[config.mk]
export PLATFORM = sky130hd
export DESIGN_NAME = hazard_controller
export DESIGN_NICKNAME = d
export VERILOG_FILES = /design/src/rtl/hazard_controller.sv
export SDC_FILE = /design/constraint.sdc
export NUM_CORES = 1
export LEC_CHECK = 0
export ABC_CLOCK_PERIOD_IN_PS = 2600
export BUFFER_PORTS_ARGS = -buffer_cell sky130_fd_sc_hd__buf_2
export CAP_MARGIN = 25
export CORE_MARGIN = 5
export CORE_UTILIZATION = 28
export CTS_CLUSTER_DIAMETER = 30
export CTS_CLUSTER_SIZE = 24
export DETAILED_ROUTE_END_ITERATION = 7
export PLACE_DENSITY = 0.55
export SLEW_MARGIN = 5
export SYNTH_ARGS = -nofsm -noshare
export SYNTH_HDL_FRONTEND = slang
export SYNTH_SLANG_ARGS = --single-unit
export TNS_END_PERCENT = 10
[constraint.sdc]
create_clock -name clk -period 2.6 [get_ports clk]
set_input_delay 0.78 -clock clk [delete_from_list [all_inputs] [get_ports clk]]
set_output_delay 0.78 -clock clk [all_outputs]
set_load 0.03 [all_outputs]
[src/rtl/hazard_controller.sv]
// Pipeline hazard unit: operand forwarding, load-use stall, branch flush and data-memory wait/timeout FSM.
// Optional performance counters (StallCycles, FlushCount) are enabled by defining HAZARD_PERF_CNT_EN.
module hazard_controller #(
    parameter logic [7:0] MEM_TIMEOUT = 8'd255
) (
    input  logic       clk,
    input  logic       rst,
    input  logic [4:0] Rs1D,
    input  logic [4:0] Rs2D,
    input  logic [4:0] Rs1E,
    input  logic [4:0] Rs2E,
    input  logic [4:0] RdE,
    input  logic [4:0] RdM,
    input  logic [4:0] RdW,
    input  logic       RegWriteM,
    input  logic       RegWriteW,
    input  logic [1:0] ResultSrcE,
    input  logic       PCSrcE,
    input  logic       MemAccessM,
    input  logic       MemReadyM,
    output logic [1:0] ForwardAE,
    output logic [1:0] ForwardBE,
    output logic       StallF,
    output logic       StallD,
    output logic       StallE,
    output logic       StallM,
    output logic       FlushD,
    output logic       FlushE,
    output logic       FlushW,
    output logic       MemErr
`ifdef HAZARD_PERF_CNT_EN
    ,
    output logic [31:0] StallCycles,
    output logic [31:0] FlushCount
`endif
);

    typedef enum logic [1:0] {
        ST_RUN  = 2'b00,
        ST_WAIT = 2'b01,
        ST_ERR  = 2'b10
    } state_t;

    state_t     state_q, state_d;
    logic [7:0] wait_cnt_q, wait_cnt_d;
    logic       mem_err_q, mem_err_d;
    logic       mem_hold;
    logic       load_use;

    function automatic logic [1:0] fwd_sel(input logic [4:0] rs);
        if (RegWriteM && (RdM != 5'd0) && (RdM == rs))      return 2'b10;
        else if (RegWriteW && (RdW != 5'd0) && (RdW == rs)) return 2'b01;
        else                                                return 2'b00;
    endfunction

    assign load_use = (ResultSrcE == 2'b01) && (RdE != 5'd0) &&
                      ((RdE == Rs1D) || (RdE == Rs2D));

    always_comb begin
        // NOTE: every variable gets a default first so no path leaves it unassigned (no latch).
        state_d    = state_q;
        wait_cnt_d = wait_cnt_q;
        mem_err_d  = mem_err_q;
        mem_hold   = 1'b0;
        case (state_q)
            ST_RUN: begin
                if (MemAccessM && !MemReadyM) begin
                    mem_hold   = 1'b1;
                    state_d    = ST_WAIT;
                    wait_cnt_d = 8'd0;
                end
            end
            ST_WAIT: begin
                if (MemReadyM) begin
                    state_d    = ST_RUN;
                    wait_cnt_d = 8'd0;
                end else begin
                    mem_hold = 1'b1;
                    if (wait_cnt_q == MEM_TIMEOUT) begin
                        state_d   = ST_ERR;
                        mem_err_d = 1'b1;
                    end else begin
                        wait_cnt_d = wait_cnt_q + 8'd1;
                    end
                end
            end
            ST_ERR:  mem_hold = 1'b1;
            default: state_d = ST_RUN;
        endcase
    end

    // Memory stall dominates; otherwise a taken branch beats a load-use stall.
    always_comb begin
        ForwardAE = 2'b00;
        ForwardBE = 2'b00;
        StallF    = 1'b0;
        StallD    = 1'b0;
        StallE    = 1'b0;
        StallM    = 1'b0;
        FlushD    = 1'b0;
        FlushE    = 1'b0;
        FlushW    = 1'b0;
        if (!rst) begin
            ForwardAE = fwd_sel(Rs1E);
            ForwardBE = fwd_sel(Rs2E);
            if (mem_hold) begin
                StallF = 1'b1;
                StallD = 1'b1;
                StallE = 1'b1;
                StallM = 1'b1;
                FlushW = 1'b1;
            end else if (PCSrcE) begin
                FlushD = 1'b1;
                FlushE = 1'b1;
            end else if (load_use) begin
                StallF = 1'b1;
                StallD = 1'b1;
                FlushE = 1'b1;
            end
        end
    end

    assign MemErr = mem_err_q;

    // NOTE: sequential state uses non-blocking assignments so all flops update together.
    always_ff @(posedge clk) begin
        if (rst) begin
            state_q    <= ST_RUN;
            wait_cnt_q <= 8'd0;
            mem_err_q  <= 1'b0;
        end else begin
            state_q    <= state_d;
            wait_cnt_q <= wait_cnt_d;
            mem_err_q  <= mem_err_d;
        end
    end

`ifdef HAZARD_PERF_CNT_EN
    logic [31:0] stall_cycles_q, stall_cycles_d;
    logic [31:0] flush_count_q, flush_count_d;

    always_comb begin
        stall_cycles_d = stall_cycles_q + {31'd0, StallF};
        flush_count_d  = flush_count_q + {31'd0, FlushE};
    end

    always_ff @(posedge clk) begin
        if (rst) begin
            stall_cycles_q <= 32'd0;
            flush_count_q  <= 32'd0;
        end else begin
            stall_cycles_q <= stall_cycles_d;
            flush_count_q  <= flush_count_d;
        end
    end

    assign StallCycles = stall_cycles_q;
    assign FlushCount  = flush_count_q;
`endif

endmodule

* Word level (Yosys, flattened, before mapping)
Cells that the tools add are included.
** Storage, ports and cells
- Output and inout bits :: 12
- Bits in registers :: 11
- Bits of input ports :: 44
- Logic and storage cells :: 67
** Cells by class
- Add/sub/neg operators :: 1
- Bitwise logic cells :: 2
- Eq/ne operators :: 13
- Muxes and demuxes :: 29
- Reduce and logical (&&, ||, !) cells :: 19
** Operators with widths (number)
- 5-bit equality test :: 6
- 8-bit two-way mux :: 3
- 1-bit two-way mux :: 16
- 8-bit one-hot mux with 2 select lines :: 1
- 5-bit nonzero test :: 3
- 2-bit two-way mux :: 7
- 1-bit logical AND :: 9
- 3-bit AND reduction :: 3
- 8-bit by 1-bit adder with 8-bit output, second input constant :: 1
- 8-bit equality test, second input constant :: 1
- 3-bit != test, second input constant :: 2
- 2-bit one-hot mux with 3 select lines :: 1
- 2-bit by 1-bit equality test with 1-bit output, second input constant :: 2
- 1-bit one-hot mux with 3 select lines :: 1
- 2-bit equality test, second input constant :: 1
- 2-bit zero test :: 1
- 2-bit != test, second input constant :: 1
- 1-bit inverter :: 2
- 2-bit nonzero test :: 1
- 1-bit zero test :: 1
- 1-bit logical OR :: 1

* Depth between registers and ports, before layout
- Word-level depth :: 7
- Depth in mapped cells :: 6
- Mapped depth without buffers :: 5

* Worst setup path after synthesis
OpenSTA, ideal clock, no wires.
- Kind :: in2out
- Start point :: input port RdE[2]
- End point :: output port StallF
- Arrival :: 2.359 ns
- Slack :: -0.539 ns
- Path buffers :: 1
- Required time :: 1.820 ns
- Cell stages on the path :: 5
- Cell sequence :: xor2_1 > nor3_1 > a22oi_1 > o31ai_1 > buf_4
** Between the ends
- Cells in the longest elaborated chain, start to end :: 7
- Elaborated cells on any way between the ends :: 10
- Those cells by class :: eq/ne: 2; mux: 4; reduce/logical: 4
** Ends and longest elaborated chain
- start, declared :: RTL line 12 : input logic [4:0] RdE,
- 5-bit equality test / 5-bit nonzero test (equally long branches) :: RTL line 57, 56
- 1-bit logical OR / 1-bit logical AND (equally long branches) :: RTL line 57, 56
- 1-bit logical AND (*) :: RTL line 56 : assign load_use = (ResultSrcE == 2'b01) && (RdE != 5'd0) &&
- 1-bit two-way mux (*) (4 in a row)
- end, declared :: RTL line 23 : output logic StallF,
Mark *: on every way between the ends. The rest lies on a longest branch, timed or not.

* Worst setup path in the final report
- Start point :: input port RdM[1]
- End point :: output port ForwardBE[1]
** Between the ends
- Cells in the longest elaborated chain, start to end :: 5
- Elaborated cells on any way between the ends :: 6
- Those cells by class :: eq/ne: 1; mux: 2; reduce/logical: 3
** Ends and longest elaborated chain
- start, declared :: RTL line 13 : input logic [4:0] RdM,
- 5-bit nonzero test :: RTL line 51 : if (RegWriteM && (RdM != 5'd0) && (RdM == rs)) return 2'b10;
- 1-bit logical AND :: RTL line 51
- 1-bit logical AND (*) :: RTL line 51
- 2-bit two-way mux (*) :: RTL line 51
- 2-bit two-way mux (*) :: RTL line 103 : if (!rst) begin
- end, declared :: RTL line 22 : output logic [1:0] ForwardBE,
Marked as above.

==> out/summary.md <==
- **Final Slew Violations** 0
- **area of combinational cells with multiple inputs** 867 sq um
- **GR Util met2** 25.4%
- **Die Area** 5100 sq um
- **switching power as a share of total power** 30.8%
- **combinational cell fraction of total power** 35.6%
- **result of the run** complete, but fails checks
- **TritonCTS clock tree** done
- **fraction of power consumed by sequential logic** 31.7%
- **DR vias** 1252
- **most congested layer reported by global routing** met2
- **proportion of synthesized chip area in sequential cells** 20.9%
- **Clock Skews** 0.00405 ns
- **pin count of the biggest net entering global routing** 13
- **Internal Pwr Total** 0.000375 W
- **overflow left after global routing** 0
- **Slowest Stage Delay on Critical Path** 0.54 ns
- **Setup Total Neg Slack** -1.26 ns
- **largest fanout on the critical path** 3
- **areal power density over the cells** 314 nW/um^2
- **most common flop cell mapped by yosys** sky130_fd_sc_hd__dfxtp_1
- **pre-CTS setup slack** -0.291 ns
- **critical setup path kind** in2out
- **total I/O pin count** 56
- **clk sink count** 11
- **cell types with the highest counts after synthesis** 20 x sky130_fd_sc_hd__xor2_1, 11 x sky130_fd_sc_hd__dfxtp_1, 10 x sky130_fd_sc_hd__xnor2_1
- **proportion of netlist area held by the largest area contributor** 20.9%
- **total of endpoints with negative setup slack in the final report** 7
- **n_diodes** 0
- **Root Buffer** sky130_fd_sc_hd__clkbuf_8
- **half-perimeter wire length after placement** 2810 microns
- **Port-buffer cells** 55
- **detailed-routing iteration count for the pre-antenna-repair pass** 4
- **total of max-cap violations** 0
- **vertical die dimension** 71.4 microns
- **Netlist cell types** 40
- **path type of the worst min-delay path** reg2reg
- **most repeated cell in the gate-level netlist after synthesis** sky130_fd_sc_hd__xor2_1
- **placed instance count** 251
- **number of nets still failing antenna checks after routing** 0
- **synthesis-to-layout area growth** 63.0%
- **violated checks** negative setup slack
- **vias in the first global route** 1296
- **critical path launch point type** primary input
- **setup slack, reg-to-reg** 0.88 ns
- **Routed WL** 3390 microns
- **element type at the critical path end** primary output
- **initial drt markers** 78
- **number of remaining DRC errors** 0
- **P_sw** 0.000167 W
- **maximum resistive drop on vdd** 119 uV
- **hold bufs inserted after CTS** 0
- **fraction of the cycle the final worst path needs** 109%
- **fin cells** 256
- **CP Cell Sequence** buf_2, or4_4, o21ai_4, buf_6, buf_4, nor4_1, buf_4
- **static leakage** 0.719 nW
- **cell type contributing the most total cell area after synthesis** sky130_fd_sc_hd__dfxtp_1
- **depth of the CTS H-tree** 1
- **most prevalent standard cell on the critical path** sky130_fd_sc_hd__buf_4
- **buffering stage count on the worst path with inverters included** 4
- **maximum number of buffers from clock root to sink** 2
- **Period minus WS final** 2.85 ns
- **proportion of power drawn by the clock network** 32.6%
- **cell types occupying the most area after synthesis** sky130_fd_sc_hd__dfxtp_1 21%, sky130_fd_sc_hd__xor2_1 17%, sky130_fd_sc_hd__xnor2_1 8.3%
- **Tightest Pin Transition** 0.787 ns
- **area of the core** 3660 sq um
- **total of fill cells in the finished design** 363
- **clock slew at reported path FFs** 0.05 ns
- **met1 Track Usage GR** 15.7%
- **initial core utilization** 28.8%
- **share of flip-flops with an asynchronous set or reset after synthesis** 0%
- **total standard cell area after synthesis** 1060 sq um
- **average cell area after synthesis** 8.12 sq um
- **required time reported for the critical path endpoint** 1.82 ns
- **flop and latch count out of synthesis** 11
- **Synthesized Nets** 175
- **placer congestion estimate** 0.823
- **ratio of cells with drive above 1 in the final layout** 49.5%
- **sequential standard cell area** 220 sq um
- **cell type of the slowest stage on the worst timing path** sky130_fd_sc_hd__or4_4
- **number of CTS-inserted buffers** 3
- **number of flops mapped to enable cells by yosys** 0
- **Relative slew margins** 47.4%
- **GRT Util Overall** 13.9%
- **final layout net count** 254
- **arrival time at the worst endpoint** 2.07 ns
- **final hold vios** 0
- **Core Rows** 22
- **RSZ-0062 raised after global routing** yes
- **number of antenna violations at the first check in global routing** 0
- **Yosys warning total** 0
- **global-route met3 utilization** 3.23%
- **die boundary width** 71.4 microns
- **clock insertion delay at the later pin of the skew report** 0.24 ns
- **wire length of the first global-routing pass** 5750 microns
- **post-synthesis instance total** 130
- **family with the most delay on the worst path** simple AND/OR/NAND/NOR gates
- **routed len/inst** 13.2 microns
- **Vias/cell** 4.89
- **post-route setup slack** -0.246 ns
- **maximum frequency from static timing analysis** 351 MHz
==> kinds of logic (layout without fill, tap and decap cells) <==
logic type      count (synthesis)  in the layout  synth area share (%)
compound gates                 31             31                  19.7
xor+xnor                       30             30                  24.9
fa+ha+maj                       1              1                  1.18
buf+inv                        11             89                  5.80
flops                          11             11                  20.9
simple gates                   46             46                  27.6
==> power groups by stage <==
stage / logic, W / clock network, W / registers (W)
3_5_place_dp: 0.000179 / 0 / 0.000175
3_3_place_gp: 0.000172 / 0 / 0.000175
5_1_grt: 0.000211 / 0.000193 / 0.000172
4_1_cts: 0.000184 / 0.000181 / 0.000172
6_report: 0.000193 / 0.000177 / 0.000172
2_1_floorplan: 0.0000877 / 0 / 0.000175
==> final timing paths <==
check,startpoint,to,depth (start not counted)
worst max register to register,wait_cnt_q[0]$_SDFFE_PP0P_,wait_cnt_q[3]$_SDFFE_PP0P_,6
worst max-delay path,RdM[1],ForwardBE[1],7
worst min register to register,MemErr$_SDFFE_PP0P_,MemErr$_SDFFE_PP0P_,2
worst min-delay path,MemErr$_SDFFE_PP0P_,MemErr$_SDFFE_PP0P_,2
==> area by class of cell <==
| class | instances | area share (%) |
|---|---|---|
| well taps | 48 | 3.49 |
| inverters | 5 | 1.09 |
| flip-flops and latches | 11 | 12.8 |
| clock buffers | 4 | 2.62 |
| multi-input cells | 108 | 50.4 |
| repair buffers | 80 | 29.7 |
==> flip-flops by register name, summed over array words and instances, names as in the netlist <==
register and cells:
MemErr 1, state_q 2, wait_cnt_q 8
==> worst reg2reg max path: cells and delay by family (launching register included) <==
family          cells  cell delay, ns
fa+ha+maj           1            0.25
simple gates        3            0.77
buf+inv             1            0.17
compound gates      1            0.15
flops               1            0.33
==> layer usage <==
| layer | wire [microns] | up-vias |
|---|---|---|
| li1 | - | 633 |
| met1 | 1290 | 572 |
| met2 | 1860 | 42 |
| met3 | 203 | 5 |
| met4 | 40 | 0 |
| met5 | 0 | - |
==> timing repair <==
item,4_1_cts,5_1_grt
setup endpoints to repair,10,10
endpoints found under the hold margin,0,0
pin swaps,3,2
buffers inserted,0,1
resized for setup,13,13
==> placed cells by master (no fill, tap or decap), types with 4 or more instances in the layout <==
cell and n:
sky130_fd_sc_hd__buf_2 45, sky130_fd_sc_hd__buf_4 29, sky130_fd_sc_hd__xor2_1 20, sky130_fd_sc_hd__dfxtp_1 11
sky130_fd_sc_hd__xnor2_1 10, sky130_fd_sc_hd__a21oi_1 8, sky130_fd_sc_hd__nor2_1 7, sky130_fd_sc_hd__buf_6 6
sky130_fd_sc_hd__nand2_1 5, sky130_fd_sc_hd__nor3_2 5, sky130_fd_sc_hd__inv_1 5, sky130_fd_sc_hd__nand3_1 4
sky130_fd_sc_hd__or4_1 4
==> stage by stage <==
| stage | total power [W] | hold WS, ns | area (sq um) | utilization [%] |
|---|---|---|---|---|
| after CTS | 0.000537 | 0.488 | 1650 | 45.2 |
| after floorplan | 0.000262 | 0.459 | 1100 | - |
| final | 0.000541 | 0.475 | 1720 | 47.0 |
| after global placement | 0.000347 | 0.465 | 1570 | 43.0 |
| after detailed placement | 0.000354 | 0.464 | 1570 | 43.0 |
| after global routing | 0.000576 | 0.512 | 1720 | 47.0 |
No activity file was read; power rests on OpenSTA's default activity.
